$ cat src/rtl/shift_deserializer.sv
// Serial-in/parallel-out receiver: LSB-first bits captured on en_cun strobes after a start pulse,
// word presented on data_out with a valid/ack handshake. Define PARITY_CHECK_EN for an even-parity trailer bit.
module shift_deserializer #(
    parameter int WIDTH = 8
) (
    input  logic             clk,
    input  logic             reset,
    input  logic             start,
    input  logic             en_cun,
    input  logic             data_in,
    output logic [WIDTH-1:0] data_out,
    output logic             data_valid,
    input  logic             data_ack,
    output logic             busy,
    output logic             overrun,
    output logic             parity_err
);

    localparam int CW = $clog2(WIDTH + 1);
    localparam logic [CW-1:0] LAST_BIT = CW'(WIDTH - 1);

    typedef enum logic [1:0] {
        IDLE   = 2'd0,
        SHIFT  = 2'd1,
        PARITY = 2'd2
    } state_t;

    state_t           r_state;
    state_t           w_nextState;
    logic [WIDTH-1:0] r_sr;
    logic [WIDTH-1:0] w_srNext;
    logic [WIDTH-1:0] w_shifted;
    logic [WIDTH-1:0] w_commitWord;
    logic [CW-1:0]    r_bitCnt;
    logic [CW-1:0]    w_bitCntNext;
    logic             w_commit;
    logic [WIDTH-1:0] r_dataOut;
    logic             r_dataValid;
    logic             r_overrun;

    assign w_shifted = {data_in, r_sr[WIDTH-1:1]};

    // start always wins over a same-cycle strobe, in every non-IDLE state as well as IDLE
    always_comb begin
        w_nextState  = r_state;
        w_srNext     = r_sr;
        w_bitCntNext = r_bitCnt;
        w_commit     = 1'b0;
        w_commitWord = w_shifted;
        case (r_state)
            IDLE: begin
                if (start) begin
                    w_nextState  = SHIFT;
                    w_srNext     = '0;
                    w_bitCntNext = '0;
                end
            end
            SHIFT: begin
                if (start) begin
                    w_srNext     = '0;
                    w_bitCntNext = '0;
                end else if (en_cun) begin
                    w_srNext     = w_shifted;
                    w_bitCntNext = r_bitCnt + CW'(1);
                    if (r_bitCnt == LAST_BIT) begin
`ifdef PARITY_CHECK_EN
                        w_nextState = PARITY;
`else
                        w_nextState = IDLE;
                        w_commit    = 1'b1;
`endif
                    end
                end
            end
`ifdef PARITY_CHECK_EN
            PARITY: begin
                if (start) begin
                    w_nextState  = SHIFT;
                    w_srNext     = '0;
                    w_bitCntNext = '0;
                end else if (en_cun) begin
                    w_nextState  = IDLE;
                    w_commit     = 1'b1;
                    w_commitWord = r_sr;
                end
            end
`endif
            default: begin
                w_nextState = IDLE;
            end
        endcase
    end

    always_ff @(posedge clk) begin
        if (reset) begin
            r_state  <= IDLE;
            r_sr     <= '0;
            r_bitCnt <= '0;
        end else begin
            r_state  <= w_nextState;
            r_sr     <= w_srNext;
            r_bitCnt <= w_bitCntNext;
        end
    end

    // A commit that coincides with an ack simply replaces the word; only an unacked word being overwritten is an overrun
    always_ff @(posedge clk) begin
        if (reset) begin
            r_dataOut   <= '0;
            r_dataValid <= 1'b0;
            r_overrun   <= 1'b0;
        end else if (w_commit) begin
            r_dataOut   <= w_commitWord;
            r_dataValid <= 1'b1;
            if (r_dataValid && !data_ack) begin
                r_overrun <= 1'b1;
            end
        end else if (r_dataValid && data_ack) begin
            r_dataValid <= 1'b0;
        end
    end

`ifdef PARITY_CHECK_EN
    logic r_parityErr;

    always_ff @(posedge clk) begin
        if (reset) begin
            r_parityErr <= 1'b0;
        end else if (w_commit) begin
            r_parityErr <= ^{r_sr, data_in};
        end
    end

    assign parity_err = r_parityErr;
`else
    assign parity_err = 1'b0;
`endif

    assign data_out   = r_dataOut;
    assign data_valid = r_dataValid;
    assign overrun    = r_overrun;
    assign busy       = (r_state != IDLE);

endmodule
$ cat config.mk
export PLATFORM = sky130hd
export DESIGN_NAME = shift_deserializer
export DESIGN_NICKNAME = d
export VERILOG_FILES = /design/src/rtl/shift_deserializer.sv
export SDC_FILE = /design/constraint.sdc
export NUM_CORES = 1
export LEC_CHECK = 0
export BUFFER_PORTS_ARGS = -buffer_cell sky130_fd_sc_hd__buf_2
export CAP_MARGIN = 25
export CELL_PAD_IN_SITES_DETAIL_PLACEMENT = 2
export CELL_PAD_IN_SITES_GLOBAL_PLACEMENT = 2
export CORE_UTILIZATION = 35
export CTS_BUF_LIST = sky130_fd_sc_hd__clkbuf_4
export CTS_CLUSTER_SIZE = 8
export DETAILED_ROUTE_END_ITERATION = 10
export GPL_ROUTABILITY_DRIVEN = 0
export PLACE_DENSITY = 0.82
export SLEW_MARGIN = 20
export SYNTH_ARGS = -nofsm -noshare
export SYNTH_HDL_FRONTEND = slang
export SYNTH_SLANG_ARGS = --single-unit
export TNS_END_PERCENT = 5
$ cat constraint.sdc
create_clock -name clk -period 2.95 [get_ports clk]
set_input_delay 0.59 -clock clk [delete_from_list [all_inputs] [get_ports clk]]
set_output_delay 0.59 -clock clk [all_outputs]
set_load 0.005 [all_outputs]
; Word level (Yosys, flattened, before mapping)
; Cells that the tools add are included.
[totals]
rom_bits = 0
inputBits = 6
latchBits = 0
out_inout_bits = 12
ff_bits = 24
mem_bits_rw = 0
mem_count = 0
word_cells = 43
[classes]
div_mod_pow = 0
order_cmp = 0
n_mul = 0
n_bitwise = 0
reduce_logical = 10
add_sub_neg = 1
n_mux = 19
n_eq_ne = 7
n_shift = 0
[ops]
columns = op, count
row1 = 8-bit 2-to-1 mux, 3
row2 = 8-bit case mux with 2 select lines, 1
row3 = 4-bit 2-to-1 mux, 3
row4 = 2-bit 2-to-1 mux, 4
row5 = 2-bit != test (second input constant), 4
row6 = 4-bit case mux with 2 select lines, 1
row7 = 1-bit 2-to-1 mux, 6
row8 = 2-bit nonzero test, 3
row9 = 4-bit by 1-bit adder with 4-bit output (second input constant), 1
row10 = 4-bit by 3-bit equality test with 1-bit output (second input constant), 1
row11 = 2-bit case mux with 2 select lines, 1
row12 = 4-bit AND reduction, 1
row13 = 3-bit != test (second input constant), 1
row14 = 3-bit AND reduction, 1
row15 = 2-bit by 1-bit equality test with 1-bit output (second input constant), 1
row16 = 1-bit logical AND, 2
row17 = 2-bit logical NOT, 1
row18 = 2-bit AND reduction, 1
row19 = 1-bit logical NOT, 1

; Depth between registers and ports, before layout
; Gate-level depths: netlist of run 1.
[depth]
depth_word = 6
ltp_mapped = 5
mapped_depth_nobuf = 4

; Least setup slack after synthesis of run 1
; OpenSTA, ideal clock, no wires.
[synth_path]
path_type = input-to-reg
from = input en_cun
to = register r_dataOut[0] (netlist: data_out[0])
t_required_ns = 2.878
path_stages = 4
path_slack_ns = 1.655
arrival_ns = 1.223
setup_time_ns = 0.072
path_buffers = 1
path_cell_list = nand4b_2 > nor3b_2 > buf_6 > mux2i_1
[synth_between]
elab_chain_cells = 3
[synth_rtl]
columns = element, line_no
row1 = start: declaration, 9  ; input logic en_cun,
row2 = 1-bit 2-to-1 mux, 62  ; end else if (en_cun) begin
row3 = 1-bit 2-to-1 mux, 59  ; if (start) begin
row4 = 1-bit 2-to-1 mux, 50  ; case (r_state)
row5 = end signal: assignment, 113  ; r_dataOut <= w_commitWord;
row6 = end: declaration, 37  ; logic [WIDTH-1:0] r_dataOut;
; No other way between the ends.
; A chain may end at the register's enable or synchronous reset.

; Worst setup path after layout of run 1
[layout_path]
from = register r_bitCnt[0]
to = register r_dataOut[3] (netlist: data_out[3])
[layout_between]
elab_chain_cells = 5
[layout_rtl]
columns = element, line_no
row1 = start: declaration, 34  ; logic [CW-1:0] r_bitCnt;
row2 = start signal: assignment, 102  ; r_bitCnt <= w_bitCntNext;
row3 = 4-bit by 3-bit equality test with 1-bit output, 65  ; if (r_bitCnt == LAST_BIT) begin
row4 = 1-bit 2-to-1 mux, 65
row5 = 1-bit 2-to-1 mux, 62
row6 = 1-bit 2-to-1 mux, 59
row7 = 1-bit 2-to-1 mux, 50
; No other way between the ends.

==> impl_metrics.env, run 1 <==
export IMPL_clkLatencyLatePin_ns=0.29
export IMPL_synth_cells=98
export IMPL_drc=0
export IMPL_fin_crit_sh_pct=62.4
export IMPL_core_area_sq_mm=0.00248
export IMPL_critPathBufInv=0
export IMPL_cts_resized=0
export IMPL_syn_to_final_growth_pct=11.3
export IMPL_grt_pass1_vias=728
export IMPL_cp_depth=4
export IMPL_startpoint_type="flip-flop"
export IMPL_timing_worst_setup_path_type="flip-flop to flip-flop"
export IMPL_syn_area_sq_um=916
export IMPL_ant_nets=0
export IMPL_crit_path_max_incr_delay_ns=0.73
export IMPL_vias_per_cell=4.86
export IMPL_maxCapViolations=0
export IMPL_io_buffers=16
export IMPL_grt_overflow=0
export IMPL_slew_headroom_pct=42.1
export IMPL_pwr_share_seq_pct=66.5
export IMPL_post_drt_wl_per_cell_um=13.2
export IMPL_r2r_cells=4
export IMPL_antenna_found_initial=0
export IMPL_row_count=18
export IMPL_drv_slew=0
export IMPL_grt_usage_pct=15.8
export IMPL_crit_path_end_kind="flip-flop"
export IMPL_grt_max_degree=21
export IMPL_hold_buffers=0
export IMPL_drtIter0Drc=7
export IMPL_fin_nets=120
export IMPL_cp_required_ns=3.17
export IMPL_tightest_slew_ns=0.864
export IMPL_crit_slowest_cell="nor3b_2"
export IMPL_pwr_share_comb_pct=5.2
export IMPL_dr_pass1_iters=2
export IMPL_grt_pass1_wl_um=3240
export IMPL_power_internal_mw=0.356
export IMPL_min_path_type="flip-flop to flip-flop"
export IMPL_io_pins=18
export IMPL_fmax_mhz=543
export IMPL_powerDensity_mw_per_mm2=444
export IMPL_crit_family="simple AND/OR/NAND/NOR gates"
export IMPL_hold_viol_final=0
export IMPL_wirelength_um=1860
export IMPL_crit_fanout=9
export IMPL_min_period_ns=1.84
export IMPL_switchingPower_mw=0.0967
export IMPL_final_common_cell="dfxtp_1"
export IMPL_final_cell_mix="22 x dfxtp_1, 16 x nand2b_1, 16 x nand2_1, 16 x buf_2, 10 x a21oi_1"
export IMPL_p_clk_share_pct=28.3
export IMPL_cp_arrival_ns=2.06
export IMPL_synth_top_cell_area_share_pct=48.1
export IMPL_synth_cell_type_count=25
export IMPL_clk_path_buf_depth=2
export IMPL_vias=685
export IMPL_worst_slack_ns=1.11
export IMPL_yosysTopAreaCell="dfxtp_1"
export IMPL_leakagePower_nw=0.392
export IMPL_hold_depth=2
export IMPL_status="finished clean"
export IMPL_finalSetupViolations=0
export IMPL_synth_seq_cells=22
export IMPL_root_buffer="clkbuf_4"
export IMPL_num_antenna_cells=0
export IMPL_dp_slack_ns=0.957
export IMPL_cts_made_buffers=3
export IMPL_clk_pin_slew_ns=0.11
export IMPL_ys_seq_area_share_pct=48.1
export IMPL_clkSinkCount=22
export IMPL_tns_ns=0
export IMPL_path_cells="ha_1 -> nand4b_2 -> nor3b_2 -> mux2i_1"
export IMPL_synth_area_top_cells="dfxtp_1 48%, nand2b_1 11%, mux2i_1 8.7%"
export IMPL_final_layout_size_suffix_gt1_share_pct=19.8
export IMPL_vdd_drop_max_uv=236
export IMPL_htreeDepth=1
export IMPL_finalPower_mw=0.453
export IMPL_postCtsSetupBuffers=0
export IMPL_fin_skew_ns=0.00681
export IMPL_die_h_um=53.2
export IMPL_syn_num_nets=105
export IMPL_syn_avg_cell_area_sq_um=9.35
export IMPL_die_area_sq_mm=0.00283
export IMPL_die_w_um=53.2
export IMPL_yosys_warnings=0
export IMPL_p_sw_share_pct=21.4
export IMPL_cts_tree="done"
export IMPL_rsz0062_at_grt="no"
export IMPL_start_util_pct=37.0
export IMPL_dp_hpwl_um=1400
stage by stage:
stage               hold WS, ns  util [%]  cell area, sq um  instances
floorplan                 0.437         -               916         98
global placement          0.452      40.3               997        138
detailed placement        0.460      40.3               997        138
CTS                       0.481      41.2              1020        141
global route              0.504      41.2              1020        141
finish                    0.477      41.2              1020        141
layout make-up:
type | instances | area [sq um]
Clock buffer | 3 | 22.5
Sequential cell | 22 | 440
Timing Repair Buffer | 16 | 80.1
Fill cell | 287 | 1460
Tap cell | 30 | 37.5
Multi-Input combinational cell | 70 | 439
Yosys cell counts, drive strengths merged:
master  number
xor2         1
clkbuf       2
nand3        2
o21ai        1
nand2       17
nor2b        1
or2          1
nand4b       1
ha           1
and2         1
nor4bb       1
nor2         3
or3          1
nand2b      16
buf          4
nor3b        1
o21ba        2
a21oi       10
dfxtp       22
conb         1
mux2i        8
xnor2        1
state kept, by name (all words and copies together), names as in the netlist:
signal and count:
overrun 1, data_out 8, r_sr 7, r_bitCnt 4, r_state 1, data_valid 1
worst reg2reg max path, stage by stage, from the launching register on:
cell and delay (ns):
dfxtp_1 0.39, ha_1 0.21, nand4b_2 0.15, nor3b_2 0.73, mux2i_1 0.28
logic make-up after synthesis:
| logic type | count (synthesis) | synth area share (%) |
|---|---|---|
| AND/OR/NAND/NOR | 45 | 27.3 |
| other | 1 | 0.409 |
| AO/OA/AOI/OAI | 13 | 8.20 |
| adder cells (fa/ha/maj) | 1 | 1.37 |
| buffers and inverters | 6 | 3.96 |
| multiplexers | 8 | 8.74 |
| XOR/XNOR | 2 | 1.91 |
| flip-flops | 22 | 48.1 |
power groups by stage:
stage	Sequential, mW	Combinational [mW]	Clock (mW)
after floorplan	0.307	0.0165	0
after CTS	0.301	0.0241	0.138
final	0.301	0.0234	0.128
after detailed placement	0.308	0.0238	0
after global placement	0.307	0.0231	0
after global routing	0.302	0.0264	0.148
layer usage:
layer | up-vias | track usage [%] | share of wire (%)
met5 | - | 0 | 0
met4 | 0 | 6.58 | 0.70
met3 | 2 | 2.59 | 3.3
met2 | 11 | 26.6 | 48
met1 | 328 | 19.7 | 48
li1 | 344 | - | -
path summary, 6_finish.rpt:
| check | from | to | slack [ns] |
|---|---|---|---|
| setup / recovery | r_bitCnt[0] | data_out[3] | 1.11 |
| hold reg to reg | r_sr[5] | r_sr[4] | 0.48 |
| setup reg to reg | r_bitCnt[0] | data_out[3] | 1.11 |
| hold / removal | r_sr[5] | r_sr[4] | 0.48 |
No activity file was read; power rests on OpenSTA's default activity.
==> inputs of run 2 (changes only) <==
Settings changed: ABC_AREA set to 1, CORE_UTILIZATION 35 to 28, PLACE_DENSITY 0.82 to 0.75.
Clock period 2.95 ns to 1.65 ns, I/O delays scaled along.
==> impl_metrics.env, run 2 <==
export IMPL_start_util_pct=29.3
export IMPL_root_buffer="clkbuf_4"
export IMPL_syn_area_sq_um=977
export IMPL_yosysTopAreaCell="dfxtp_1"
export IMPL_final_core_util_pct=33.0
export IMPL_synth_most_common_cell="nand2_1"
export IMPL_maxCapViolations=0
export IMPL_die_h_um=61.1
export IMPL_core_area_sq_mm=0.00334
export IMPL_crit_path_max_incr_delay_ns=0.39
export IMPL_crit_family="simple AND/OR/NAND/NOR gates"
export IMPL_cts_tree="done"
export IMPL_ys_top_cells_by_count="31 x nand2_1, 22 x dfxtp_1, 18 x a21oi_1"
export IMPL_ys_async_sr_fraction_pct=0
export IMPL_final_common_cell="nand2_1"
export IMPL_clk_path_buf_depth=2
export IMPL_die_w_um=61.1
export IMPL_crit_fanout=18
export IMPL_critPathBufInv=0
export IMPL_fmax_mhz=762
export IMPL_min_period_ns=1.31
export IMPL_fin_skew_ns=0.0152
export IMPL_path_cells="ha_1 -> nand2_2 -> nor2_8 -> nand3_1 -> nand2_1 -> nor2_1"
export IMPL_io_buffers=16
export IMPL_clk_pin_slew_ns=0.14
export IMPL_fillers=417
export IMPL_htreeDepth=1
export IMPL_powerDensity_mw_per_mm2=772
export IMPL_grt_max_degree=19
export IMPL_synth_top_cell_area_share_pct=45.1
export IMPL_synth_edf_count=0
export IMPL_clkLatencyLatePin_ns=0.31
export IMPL_crit_path_end_kind="flip-flop"
export IMPL_cp_depth=6
export IMPL_cp_required_ns=1.86
export IMPL_hold_viol_final=0
export IMPL_tns_ns=0
export IMPL_grt_pass1_vias=870
export IMPL_startpoint_type="flip-flop"
export IMPL_grt_met2_usage_pct=26.2
export IMPL_synth_area_top_cells="dfxtp_1 45%, nand2_1 12%, a21oi_1 9.2%"
export IMPL_grt_busiest_layer="met2"
export IMPL_clkSinkCount=22
export IMPL_dp_hpwl_um=1760
export IMPL_crit_slowest_cell="dfxtp_1"
export IMPL_dr_pass1_iters=3
export IMPL_wirelength_um=2330
export IMPL_final_cell_mix="31 x nand2_1, 22 x dfxtp_1, 18 x a21oi_1"
export IMPL_use_met1_pct=16.3
export IMPL_drtIter0Drc=34
export IMPL_cts_resized=0
export IMPL_synth_seq_cells=22
export IMPL_syn_to_final_growth_pct=12.8
export IMPL_syn_avg_cell_area_sq_um=7.52
export IMPL_drv_slew=0
export IMPL_fin_nets=154
export IMPL_drc=0
export IMPL_io_pins=18
export IMPL_synth_cells=130
export IMPL_r2r_cells=6
export IMPL_grt_use_met3_pct=2.73
export IMPL_hold_buffers=0
export IMPL_rsz0062_at_grt="no"
export IMPL_fin_crit_sh_pct=79.6
export IMPL_min_path_type="input port to flip-flop"
export IMPL_vias=862
export IMPL_post_drt_wl_per_cell_um=12.2
export IMPL_grt_overflow=0
export IMPL_synth_cell_type_count=21
export IMPL_hold_depth=3
export IMPL_row_count=21
export IMPL_grt_pass1_wl_um=3880
export IMPL_syn_num_nets=137
export IMPL_status="finished clean"
export IMPL_yosys_warnings=0
export IMPL_finalSetupViolations=0
export IMPL_vias_per_cell=4.49
export IMPL_grt_usage_pct=14.2
export IMPL_antenna_found_initial=0
export IMPL_cts_made_buffers=3
export IMPL_final_layout_size_suffix_gt1_share_pct=19.9
export IMPL_ant_nets=0
export IMPL_ys_seq_area_share_pct=45.1
export IMPL_vdd_drop_max_uv=221
export IMPL_num_antenna_cells=0
export IMPL_largest_register_ff_count=8
export IMPL_die_area_sq_mm=0.00373
export IMPL_cp_arrival_ns=1.52
export IMPL_postCtsSetupBuffers=0
export IMPL_leakagePower_nw=0.454
export IMPL_timing_worst_setup_path_type="flip-flop to flip-flop"
export IMPL_ys_flop_type="dfxtp_1"
## run 2: worst min-delay path, cell delays in order
cell     delay (ns)
buf_2          0.10
nand2_1        0.06
a21oi_1        0.05
## run 2: per-layer routing
metal	vias to the layer above	wire [um]
met3	2	64
met1	409	1060
met5	-	0
met4	0	19
met2	12	1190
li1	439	-
## run 2: report_power, final
part	internal [mW]	switching, mW	total, mW	leakage, nW
Sequential	0.534	0.00336	0.538	0.178
Combinational	0.0148	0.0421	0.0569	0.261
Clock	0.0882	0.168	0.257	0.0154
## run 2: cell type report
class                   count  area [sq um]  share of cell area (%)
well taps                  46          57.6                    5.22
flip-flops and latches     22           440                    40.0
multi-input cells          85           427                    38.7
repair buffers             16          80.1                    7.26
clock inverters             1          3.75                   0.341
inverters                  19          71.3                    6.47
clock buffers               3          22.5                    2.04
## run 2: worst paths after layout
kind	slack, ns	to	start
setup / recovery	0.34	data_out[4]	r_bitCnt[0]
hold / removal	0.26	r_sr[7]	data_in
setup reg to reg	0.34	data_out[4]	r_bitCnt[0]
hold reg to reg	0.46	overrun	overrun
## run 2: logic make-up after synthesis
family                     synth area share, %
and+or+nand+nor                           28.6
AOI/OAI and AO/OA                         13.4
buffers and inverters                     11.3
DFF                                       45.1
adders and majority gates                 1.28
other                                    0.384
## run 2: through the flow
stage                     std cells  setup slack [ns]  area [sq um]  power (mW)  hold WS (ns)
after floorplan                 130             0.510           977       0.588         0.399
after global placement          188             0.390          1080       0.606         0.447
after detailed placement        188             0.323          1080       0.608         0.448
after CTS                       192             0.301          1100       0.870         0.263
after global routing            192             0.190          1100       0.890         0.262
final                           192             0.337          1100       0.851         0.260
==> inputs of run 3 (changes only) <==
Clock period 1.65 ns to 1.1 ns, I/O delays scaled along.
==> impl_metrics.env, run 3 (same netlist as run 2, synthesis figures left out) <==
export IMPL_status="finished clean"
export IMPL_worst_slack_ns=0.0172
export IMPL_dr_pass1_iters=3
export IMPL_crit_path_max_incr_delay_ns=0.33
export IMPL_reg2reg_from="r_bitCnt[3]"
export IMPL_clkSinkCount=22
export IMPL_grt_max_degree=19
export IMPL_hold_depth=2
export IMPL_grt_overflow=0
export IMPL_fin_skew_ns=0.0152
export IMPL_start_util_pct=29.3
export IMPL_cts_made_buffers=3
export IMPL_wirelength_um=2790
export IMPL_vias_per_cell=4.61
export IMPL_p_sw_share_pct=22.4
export IMPL_die_area_sq_mm=0.00373
export IMPL_dp_hpwl_um=1980
export IMPL_final_layout_size_suffix_gt1_share_pct=30.2
export IMPL_num_antenna_cells=0
export IMPL_antenna_found_initial=0
export IMPL_p_clk_share_pct=40.7
export IMPL_leakagePower_nw=0.527
export IMPL_fillers=410
export IMPL_clk_path_buf_depth=2
export IMPL_crit_fanout=5
export IMPL_r2r_cells=6
export IMPL_row_count=21
export IMPL_grt_usage_pct=17.3
export IMPL_htreeDepth=1
export IMPL_ant_nets=0
export IMPL_min_period_ns=1.08
export IMPL_crit_path_end_kind="flip-flop"
export IMPL_maxCapViolations=0
export IMPL_path_cells="inv_1 -> nand2_4 -> nor2_4 -> nand3_1 -> nand2_1 -> nor2_1"
export IMPL_drv_slew=0
export IMPL_switchingPower_mw=0.351
export IMPL_drtIter0Drc=14
export IMPL_tns_ns=0
export IMPL_finalSetupViolations=0
export IMPL_powerDensity_mw_per_mm2=1210
export IMPL_grt_pass1_vias=974
export IMPL_vias=945
export IMPL_power_internal_mw=1.22
export IMPL_postCtsSetupBuffers=0
export IMPL_startpoint_type="flip-flop"
export IMPL_min_path_type="input port to flip-flop"
export IMPL_cp_arrival_ns=1.32
export IMPL_cts_tree="done"
export IMPL_hold_buffers=0
export IMPL_final_common_cell="nand2_1"
export IMPL_fin_nets=167
export IMPL_core_area_sq_mm=0.00334
export IMPL_startpoint="r_bitCnt[3]"
export IMPL_placed_cell_area_sq_mm=0.00118
export IMPL_hold_viol_final=0
export IMPL_rsz0062_at_grt="yes"
export IMPL_crit_path_end="data_out[4]"
export IMPL_hold_slack_ns=0.109
export IMPL_post_drt_wl_per_cell_um=13.6
export IMPL_final_cell_mix="31 x nand2_1, 18 x a21oi_1, 18 x dfxtp_1"
export IMPL_fmax_mhz=924
export IMPL_clkLatencyLatePin_ns=0.32
export IMPL_vdd_drop_max_uv=619
export IMPL_dp_cells=199
export IMPL_regToRegSetupSlack_ns=0.02
export IMPL_syn_to_final_growth_pct=32.3
export IMPL_io_pins=18
export IMPL_pwr_share_seq_pct=51.2
export IMPL_dp_slack_ns=-0.139
export IMPL_clk_pin_slew_ns=0.14
export IMPL_final_cells=205
export IMPL_die_w_um=61.1
export IMPL_die_h_um=61.1
export IMPL_worstReg2RegEnd="data_out[4]"
export IMPL_grt_pass1_wl_um=4570
export IMPL_cp_required_ns=1.34
export IMPL_io_buffers=16
export IMPL_timing_worst_setup_path_type="flip-flop to flip-flop"
export IMPL_drc=0
export IMPL_largest_register_ff_count=8
export IMPL_crit_slowest_cell="dfxtp_1"
export IMPL_pwr_share_comb_pct=8.0
export IMPL_final_area_sq_mm=0.00129
export IMPL_fin_crit_sh_pct=98.4
export IMPL_root_buffer="clkbuf_4"
-- run 3: routing by layer --
metal	up-vias	share of wire, %	global-route usage, %
met5	-	0	0
met4	0	1.4	6.82
met3	4	2.6	2.73
met2	14	55	31.7
met1	462	41	20.1
li1	465	-	-
-- run 3: worst max-delay path, delay by kind of cell (launching register included) --
family / cells / cell delay (ns)
buffers and inverters: 1 / 0.13
and+or+nand+nor: 5 / 0.55
DFF: 1 / 0.33
-- run 3: final cells by class --
type	count	area [sq um]	share of cell area, %
clock buffers	3	22.5	1.74
clock inverters	1	30.0	2.32
inverters	19	71.3	5.52
multi-input cells	88	487	37.7
flip-flops and latches	22	450	34.8
well taps	46	57.6	4.45
repair buffers	26	174	13.5
-- run 3: how the worst min path moves through the flow --
stage                      startpoint           to  slack [ns]
after floorplan                 reset   r_state[0]        0.29
after global placement    r_bitCnt[3]  r_bitCnt[3]        0.45
after detailed placement      overrun      overrun        0.46
after CTS                       reset   r_state[0]        0.10
after global routing            reset   r_state[0]        0.11
final                           reset   r_state[0]        0.11
-- run 3: per-stage QoR --
step | total power [mW] | util, %
6_report | 1.57 | 38.7
5_1_grt | 1.63 | 38.7
4_1_cts | 1.60 | 38.6
3_5_place_dp | 0.946 | 35.4
3_3_place_gp | 0.941 | 35.4
2_1_floorplan | 0.882 | -
-- run 3: power groups by stage --
stage          Sequential (mW)  Clock (mW)  Combinational [mW]
5_1_grt                  0.805       0.684               0.140
3_3_place_gp             0.823           0               0.118
4_1_cts                  0.808       0.659               0.128
6_report                 0.804       0.638               0.126
2_1_floorplan            0.823           0              0.0588
3_5_place_dp             0.824           0               0.122
-- run 3: what timing repair did --
| action | 4_1_cts | 5_1_grt |
|---|---|---|
| resized for setup | 7 | 2 |
| hold endpoints to repair | 0 | 0 |
| pin swaps | 5 | 0 |
| cloned | 3 | 0 |
| endpoints found under the setup margin | 15 | 20 |
